==> config.mk <==
export PLATFORM = sky130hd
export DESIGN_NAME = usb_packet_arbiter
export DESIGN_NICKNAME = d
export VERILOG_FILES = /design/src/rtl/usb_packet_arbiter.sv
export SDC_FILE = /design/constraint.sdc
export NUM_CORES = 1
export LEC_CHECK = 0
export CORE_MARGIN = 3
export CORE_UTILIZATION = 47
export DETAILED_ROUTE_END_ITERATION = 10
export PLACE_DENSITY = 0.78
export SLEW_MARGIN = 20
export SYNTH_ARGS = -nofsm -noshare
export SYNTH_HDL_FRONTEND = slang
export SYNTH_SLANG_ARGS = --single-unit
==> constraint.sdc <==
create_clock -name clk -period 2.9 [get_ports clk]
set_input_delay 0.58 -clock clk [delete_from_list [all_inputs] [get_ports clk]]
set_output_delay 0.58 -clock clk [all_outputs]
set_load 0.03 [all_outputs]
==> src/rtl/usb_packet_arbiter.sv <==
// rtl/usb_packet_arbiter.sv - packet-atomic round-robin arbiter sharing one USB FIFO stream
module usb_packet_arbiter #(
  parameter int NUM_SOURCES = 2,
  parameter int DATA_WIDTH  = 8,
  parameter int CNT_WIDTH   = 16,
  localparam int ID_W       = (NUM_SOURCES > 1) ? $clog2(NUM_SOURCES) : 1
) (
  input  logic                              clk,
  input  logic                              rst,
  input  logic [NUM_SOURCES*DATA_WIDTH-1:0] s_tdata,
  input  logic [NUM_SOURCES-1:0]            s_tvalid,
  input  logic [NUM_SOURCES-1:0]            s_tlast,
  output logic [NUM_SOURCES-1:0]            s_tready,
  output logic [DATA_WIDTH-1:0]             m_tdata,
  output logic                              m_tvalid,
  output logic                              m_tlast,
  input  logic                              m_tready,
  output logic                              grant_valid,
  output logic [ID_W-1:0]                   grant_id,
  output logic [NUM_SOURCES*CNT_WIDTH-1:0]  pkt_count
);

  typedef enum logic {ARB_IDLE, ARB_FORWARD} state_t;

  state_t                state_q, state_d;
  logic [ID_W-1:0]       last_grant;
  logic [ID_W-1:0]       pick;
  logic                  pick_found;
  logic [DATA_WIDTH-1:0] sel_data;
  logic                  sel_last;
  logic                  sel_valid;
  logic                  out_free;
  logic                  accept;
  logic [CNT_WIDTH-1:0]  cnt_q [NUM_SOURCES];

  for (genvar g = 0; g < NUM_SOURCES; g++) begin : g_cnt
    assign pkt_count[g*CNT_WIDTH +: CNT_WIDTH] = cnt_q[g];
  end

  assign out_free = !m_tvalid || m_tready;

  always_comb begin
    state_d    = state_q;
    s_tready   = '0;
    pick       = '0;
    pick_found = 1'b0;
    sel_data   = '0;
    sel_last   = 1'b0;
    sel_valid  = 1'b0;
    accept     = 1'b0;

    // Round-robin scan: sources above last_grant first, then wrap to 0..last_grant.
    for (int i = 0; i < NUM_SOURCES; i++) begin
      if (!pick_found && s_tvalid[i] && (ID_W'(i) > last_grant)) begin
        pick_found = 1'b1;
        pick       = ID_W'(i);
      end
    end
    for (int i = 0; i < NUM_SOURCES; i++) begin
      if (!pick_found && s_tvalid[i] && (ID_W'(i) <= last_grant)) begin
        pick_found = 1'b1;
        pick       = ID_W'(i);
      end
    end

    for (int i = 0; i < NUM_SOURCES; i++) begin
      if (grant_id == ID_W'(i)) begin
        sel_data  = s_tdata[i*DATA_WIDTH +: DATA_WIDTH];
        sel_last  = s_tlast[i];
        sel_valid = s_tvalid[i];
      end
    end

    case (state_q)
      ARB_IDLE: begin
        if (pick_found) state_d = ARB_FORWARD;
      end
      ARB_FORWARD: begin
        s_tready[grant_id] = out_free;
        accept             = sel_valid && out_free;
        if (accept && sel_last) state_d = ARB_IDLE;
      end
      default: state_d = ARB_IDLE;
    endcase
  end

  always_ff @(posedge clk or negedge rst) begin
    if (!rst) begin
      state_q     <= ARB_IDLE;
      m_tdata     <= '0;
      m_tvalid    <= 1'b0;
      m_tlast     <= 1'b0;
      grant_valid <= 1'b0;
      grant_id    <= '0;
      last_grant  <= ID_W'(NUM_SOURCES - 1);
      for (int i = 0; i < NUM_SOURCES; i++) cnt_q[i] <= '0;
    end else begin
      state_q <= state_d;
      if (state_q == ARB_IDLE && pick_found) begin
        grant_id    <= pick;
        grant_valid <= 1'b1;
      end
      if (accept) begin
        m_tdata  <= sel_data;
        m_tlast  <= sel_last;
        m_tvalid <= 1'b1;
        if (sel_last) begin
          last_grant       <= grant_id;
          cnt_q[grant_id]  <= cnt_q[grant_id] + 1'b1;
          grant_valid      <= 1'b0;
        end
      end else if (m_tready) begin
        m_tvalid <= 1'b0;
      end
    end
  end

endmodule
; Word level (Yosys, flattened, before mapping)
; Index checks and enable logic that the tools add are counted.
[classes]
n_addsub = 1
mul = 0
div = 0
order_cmp = 8
n_eq_ne = 0
n_shift = 0
n_mux = 28
n_bitwise = 3
n_reduce_logical = 19
[ops]
columns = operator, count
row1 = $mux W16, 4
row2 = $bwmux W32, 1
row3 = $mux W1, 18
row4 = $add A16 B1 Y16 const B, 1
row5 = $demux W16 S1, 1
row6 = $logic_and A1 B1 Y1, 12
row7 = $mux W8, 1
row8 = $logic_not A1 Y1, 4
row9 = $and A2 B2 Y2, 1
row10 = $ge A2 B2 Y1 const B, 1
row11 = $gt A1 B1 Y1 const A, 2
row12 = $le A1 B1 Y1 const A, 2
row13 = $lt A1 B2 Y1 const B, 1
row14 = $lt A2 B1 Y1 const B, 1
row15 = $mux W2, 1
row16 = $not A1 Y2, 1
row17 = $pmux W1 S2, 1
row18 = $reduce_and A2 Y1, 1
row19 = $reduce_bool A2 Y1, 1
row20 = $demux W1 S1, 1
row21 = $ge A1 B1 Y1 const B, 1
row22 = $logic_or A1 B1 Y1, 1
row23 = $not A1 Y1, 1
[word_totals]
regBits = 46
latch_bits = 0
ram_bits = 0
rom_bits = 0
word_cells = 68
mem_count = 0

; Depth between registers and ports, before layout
[logic_depth]
ltp_word = 19
mapped_depth = 9
depth_no_buf = 6

; Least setup slack after synthesis
; OpenSTA, ideal clock, no wires.
[synth_path]
path_kind = register -> register
start = reg grant_id
end = reg cnt_q (netlist bit pkt_count[28])
setup_time_ns = 0.135
t_arrival_ns = 2.460
t_required_ns = 2.765
slack_ns = 0.305
path_stages_with_launch = 10
synth_period_minus_slack_ns = 2.595
path_cell_list = dfrtp_1 buf_4 buf_2 buf_1 mux2_2 ha_1 nand4b_1 a221oi_2 nand4_1 xnor2_1
[synth_via]
elab_chain_cells = 6
elab_cells_between_ends = 16
[synth_lines]
columns = item, line_no
row1 = start: declaration, 19  ; output logic [ID_W-1:0] grant_id,
row2 = start signal: assignment, 100  ; grant_id <= pick;
row3 = $not A1 Y2 (not written as such), 109  ; cnt_q[grant_id] <= cnt_q[grant_id] + 1'b1;
row4 = $mux W16 (not written as such) (tied with other cells), 109
row5 = $mux W16 (not written as such) / $logic_and A1 B1 Y1 (equally long branches), 109
row6 = $mux W16 (not written as such), 109
row7 = $add A16 B1 Y16 / $demux W16 S1 (equally long branches), 109
row8 = $bwmux W32, 109
row9 = end signal: indexed assignment, 109
row10 = end: declaration, 34  ; logic [CNT_WIDTH-1:0] cnt_q [NUM_SOURCES];
; Several ways; a longest one is shown, not always the timed one. The select of a mux whose other input is x is not followed.
; A chain may end at the register's enable or synchronous reset.

; Final worst setup path
[layout_path]
start = in m_tready
end = out s_tready[0]
[layout_via]
elab_chain_cells = 3
[layout_lines]
columns = item, line_no
row1 = start: declaration, 17  ; input logic m_tready,
row2 = $logic_or A1 B1 Y1, 40  ; assign out_free = !m_tvalid || m_tready;
row3 = $and A2 B2 Y2 (no line), -
row4 = $mux W2, 74  ; case (state_q)
row5 = end: declaration, 13  ; output logic [NUM_SOURCES-1:0] s_tready,
; No other way between the ends.

==> flow_summary_export.csv <==
group,metric,value,unit
status,status,"finished, final reports clean",
routing,routed_wl,5750,um
synthesis,synth_warnings,0,
sta,rsz0062_at_grt,"false",
routing,drt-initial-drc-count,190,
synthesis,synth-seq-cells,46,
sta,setup_tns,0,ps
routing,antenna_left,0,
setup_path,critPathMostFrequentCell,"clkdlybuf4s50_1",
final_layout,fin_nets,310,
setup_path,required,2320,ps
clock_tree,clkTransAtPathRegs,80,ps
routing,routed_via_density,5.66,
floorplan,start_util,49.3,%
final_layout,final_layout_size_suffix_gt1_share,15.7,%
sta,tightest_slew,504,ps
clock_tree,cts_tree,"yes",
pwr,combPwrFrac,49.3,%
floorplan,die-area,5940,um2
synthesis,yosysTopAreaCellShare,47.4,%
setup_path,critPathCaptureType,"output port",
job,drv_cap,0,
place,io_buffers,68,
synthesis,synth.most_common_cell,"dfrtp_1",
pwr,netSwitchingFraction,40.4,%
clock_tree,clockRootBuffer,"clkbuf_8",
pwr,irDropWorstVdd,502,uV
floorplan,fp.coreArea,4820,um2
clock_tree,cts.sinks,46,
grt,track_usage,19.7,%
sta,relSlewSlack,65.4,%
setup_path,worstSetupStartpointType,"input pin",
grt,grt_overflow,0,
grt,grt_pass1_vias,1863,
pwr,total_power,2.67,mW
clock_tree,post-cts-setup-buffer-count,0,
sta,max_freq,386,MHz
clock_tree,ctsHtreeMaxLevel,2,
place,hpwl,4140,um
pwr,p_int,1.59,mW
routing,wl_per_cell,16.2,um
sta,maxSlewViolCount,0,
clock_tree,cts_resized,0,
sta,setup_viol,0,
synthesis,synth_seq_area_share,48.5,%
synthesis,synth_area,2370,um2
pwr,p_leak,1.39,nW
setup_path,path_max_fanout,5,
place,gp_congestion,0.821,
final_layout,syn_to_final_growth,36.2,%
synthesis,synth_cells,214,
worst_hold_path,hold_path.class,"in -> async",
setup_path,slowest_delay,700,ps
pwr,clkPwrFrac,14.9,%
routing,drtPass1Iterations,4,
sta,final_hold_viol_count,0,
pwr,p_sw,1.08,mW
grt,antenna_found_initial,0,
grt,grt_max_degree,47,
clock_tree,insertion_delay,300,ps
setup_path,worst-setup-path-type,"in -> out",
pwr,cellPowerDensity,825,nW/um2
floorplan,ios,69,
final_layout,fin_util,67.2,%
floorplan,dieWidth,77.1,um
synthesis,avgSynthCellArea,11.1,um2
sta,period_minus_slack,2590,ps
sta,min_period_over_period,89.3,%
pwr,seq_power_share,35.7,%
clock_tree,clk_path_buf_depth,2,
synthesis,syn_nets,238,
setup_path,cp_cell_sequence,"clkdlybuf4s50_1 -> nor2b_1 -> nor2_1 -> clkdlybuf4s50_1",
synthesis,synth_ff_type,"dfrtp_1",
synthesis,synth_edf_count,0,
grt,grt_pass1_wl,9290,um
synthesis,ys_async_sr_fraction,100,%
routing,vias,2004,
synthesis,synth_top_cell_by_area,"dfrtp_1",
setup_path,worstPathArrival,2010,ps
floorplan,rows,25,
sta,finClkSkew,5.73,ps
clock_tree,hold_buffers,0,
synthesis,ys_types,45,
synthesis,ys_top_cells_by_area,"dfrtp_1 47%, mux2_2 11%, xnor2_1 6.6%, nand2_1 4.0%, nand4_1 3.2%",
synthesis,synth_common_cells,"45 x dfrtp_1, 25 x nand2_1, 23 x mux2_2",
routing,drc,0,
floorplan,die_height,77.1,um
clock_tree,cts_buffers,5,
final_layout,num_antenna_cells,0,
setup_path,cpMaxStageDelayCell,"clkdlybuf4s50_1",
-- path summary, 6_finish.rpt --
kind / startpoint / to / slack, ps / cells past startpoint
hold reg to reg: pkt_count[15]$_DFFE_PN0P_ / pkt_count[15]$_DFFE_PN0P_ / 470 / 1
setup reg to reg: grant_id$_DFFE_PN0P_ / m_tdata[4]$_DFFE_PN0N_ / 640 / 5
min in group clk: pkt_count[15]$_DFFE_PN0P_ / pkt_count[15]$_DFFE_PN0P_ / 470 / 1
setup / recovery: m_tready / s_tready[0] / 310 / 4
hold / removal: rst / m_tdata[7]$_DFFE_PN0N_ / 240 / 1
max in group asynchronous: rst / pkt_count[19]$_DFFE_PN0P_ / 2160 / 2
-- state kept, by name, indices dropped and copies added (netlist names) --
register	flops
m_tdata	8
state_q	1
m_tlast	1
m_tvalid	1
grant_valid	1
last_grant	1
pkt_count	32
grant_id	1
-- cells by family after synthesis --
family                   Yosys count  share of synthesized area [%]
AO/OA/AOI/OAI                     26                           8.69
XOR/XNOR                          23                           8.48
adder cells (fa/ha/maj)            1                          0.527
buffers and inverters             12                           2.37
flip-flops                        46                           48.5
multiplexers                      27                           12.8
AND/OR/NAND/NOR                   79                           18.6
-- per-stage QoR --
stage          instances  hold WS (ps)  area [um2]  setup slack (ps)
2_1_floorplan        214           284        2370               305
3_3_place_gp         345           453        3120               354
3_5_place_dp         345           456        3120               341
4_1_cts              353           473        3220               325
5_1_grt              354           251        3240               275
6_report             354           235        3240               309
-- power groups by stage --
| stage | clock [mW] | combinational, mW | sequential [mW] |
|---|---|---|---|
| finish | 0.398 | 1.32 | 0.954 |
| global route | 0.434 | 1.39 | 0.979 |
| CTS | 0.409 | 1.32 | 0.955 |
| detailed placement | 0 | 1.31 | 0.964 |
| global placement | 0 | 1.30 | 0.958 |
| floorplan | 0 | 0.556 | 1.22 |
-- final cells by class --
class / instances / area, um2
flip-flops and latches: 46 / 1150
repair buffers: 74 / 731
clock buffers: 7 / 86.3
inverters: 3 / 11.3
multi-input cells: 156 / 1170
fillers: 384 / 1580
clock inverters: 1 / 5.00
well taps: 67 / 83.8
-- layout by cell type (no fill, tap or decap), types with 3 or more instances in the layout --
cell type | netlist | layout
buf_4 | 2 | 6
o21ai_0 | 4 | 4
nand4_1 | 12 | 12
mux2i_1 | 3 | 3
and3_1 | 6 | 6
xor2_1 | 5 | 5
mux2_2 | 23 | 23
nor2_1 | 5 | 5
nand3_1 | 9 | 9
a21oi_1 | 4 | 4
inv_1 | 3 | 3
xnor2_1 | 18 | 18
and4_1 | 4 | 4
dfrtp_1 | 45 | 45
a31oi_1 | 3 | 3
clkbuf_8 | 0 | 6
nand2_1 | 25 | 25
clkdlybuf4s50_1 | 0 | 66
nor3_1 | 3 | 3
-- critical path: cells and delay by family --
| kind | cells | cell delay [ps] |
|---|---|---|
| and+or+nand+nor | 2 | 260 |
| buffers and inverters | 2 | 1170 |
-- per-layer routing --
metal	routed length, um	vias to the layer above	track usage [%]	part of all wire, %
li1	-	933	-	-
met1	2600	997	26.8	45
met2	2810	63	31.4	49
met3	250	11	3.40	4.3
met4	97	0	7.47	1.7
met5	0	-	0	0
Power figures use the tool's default switching activity.
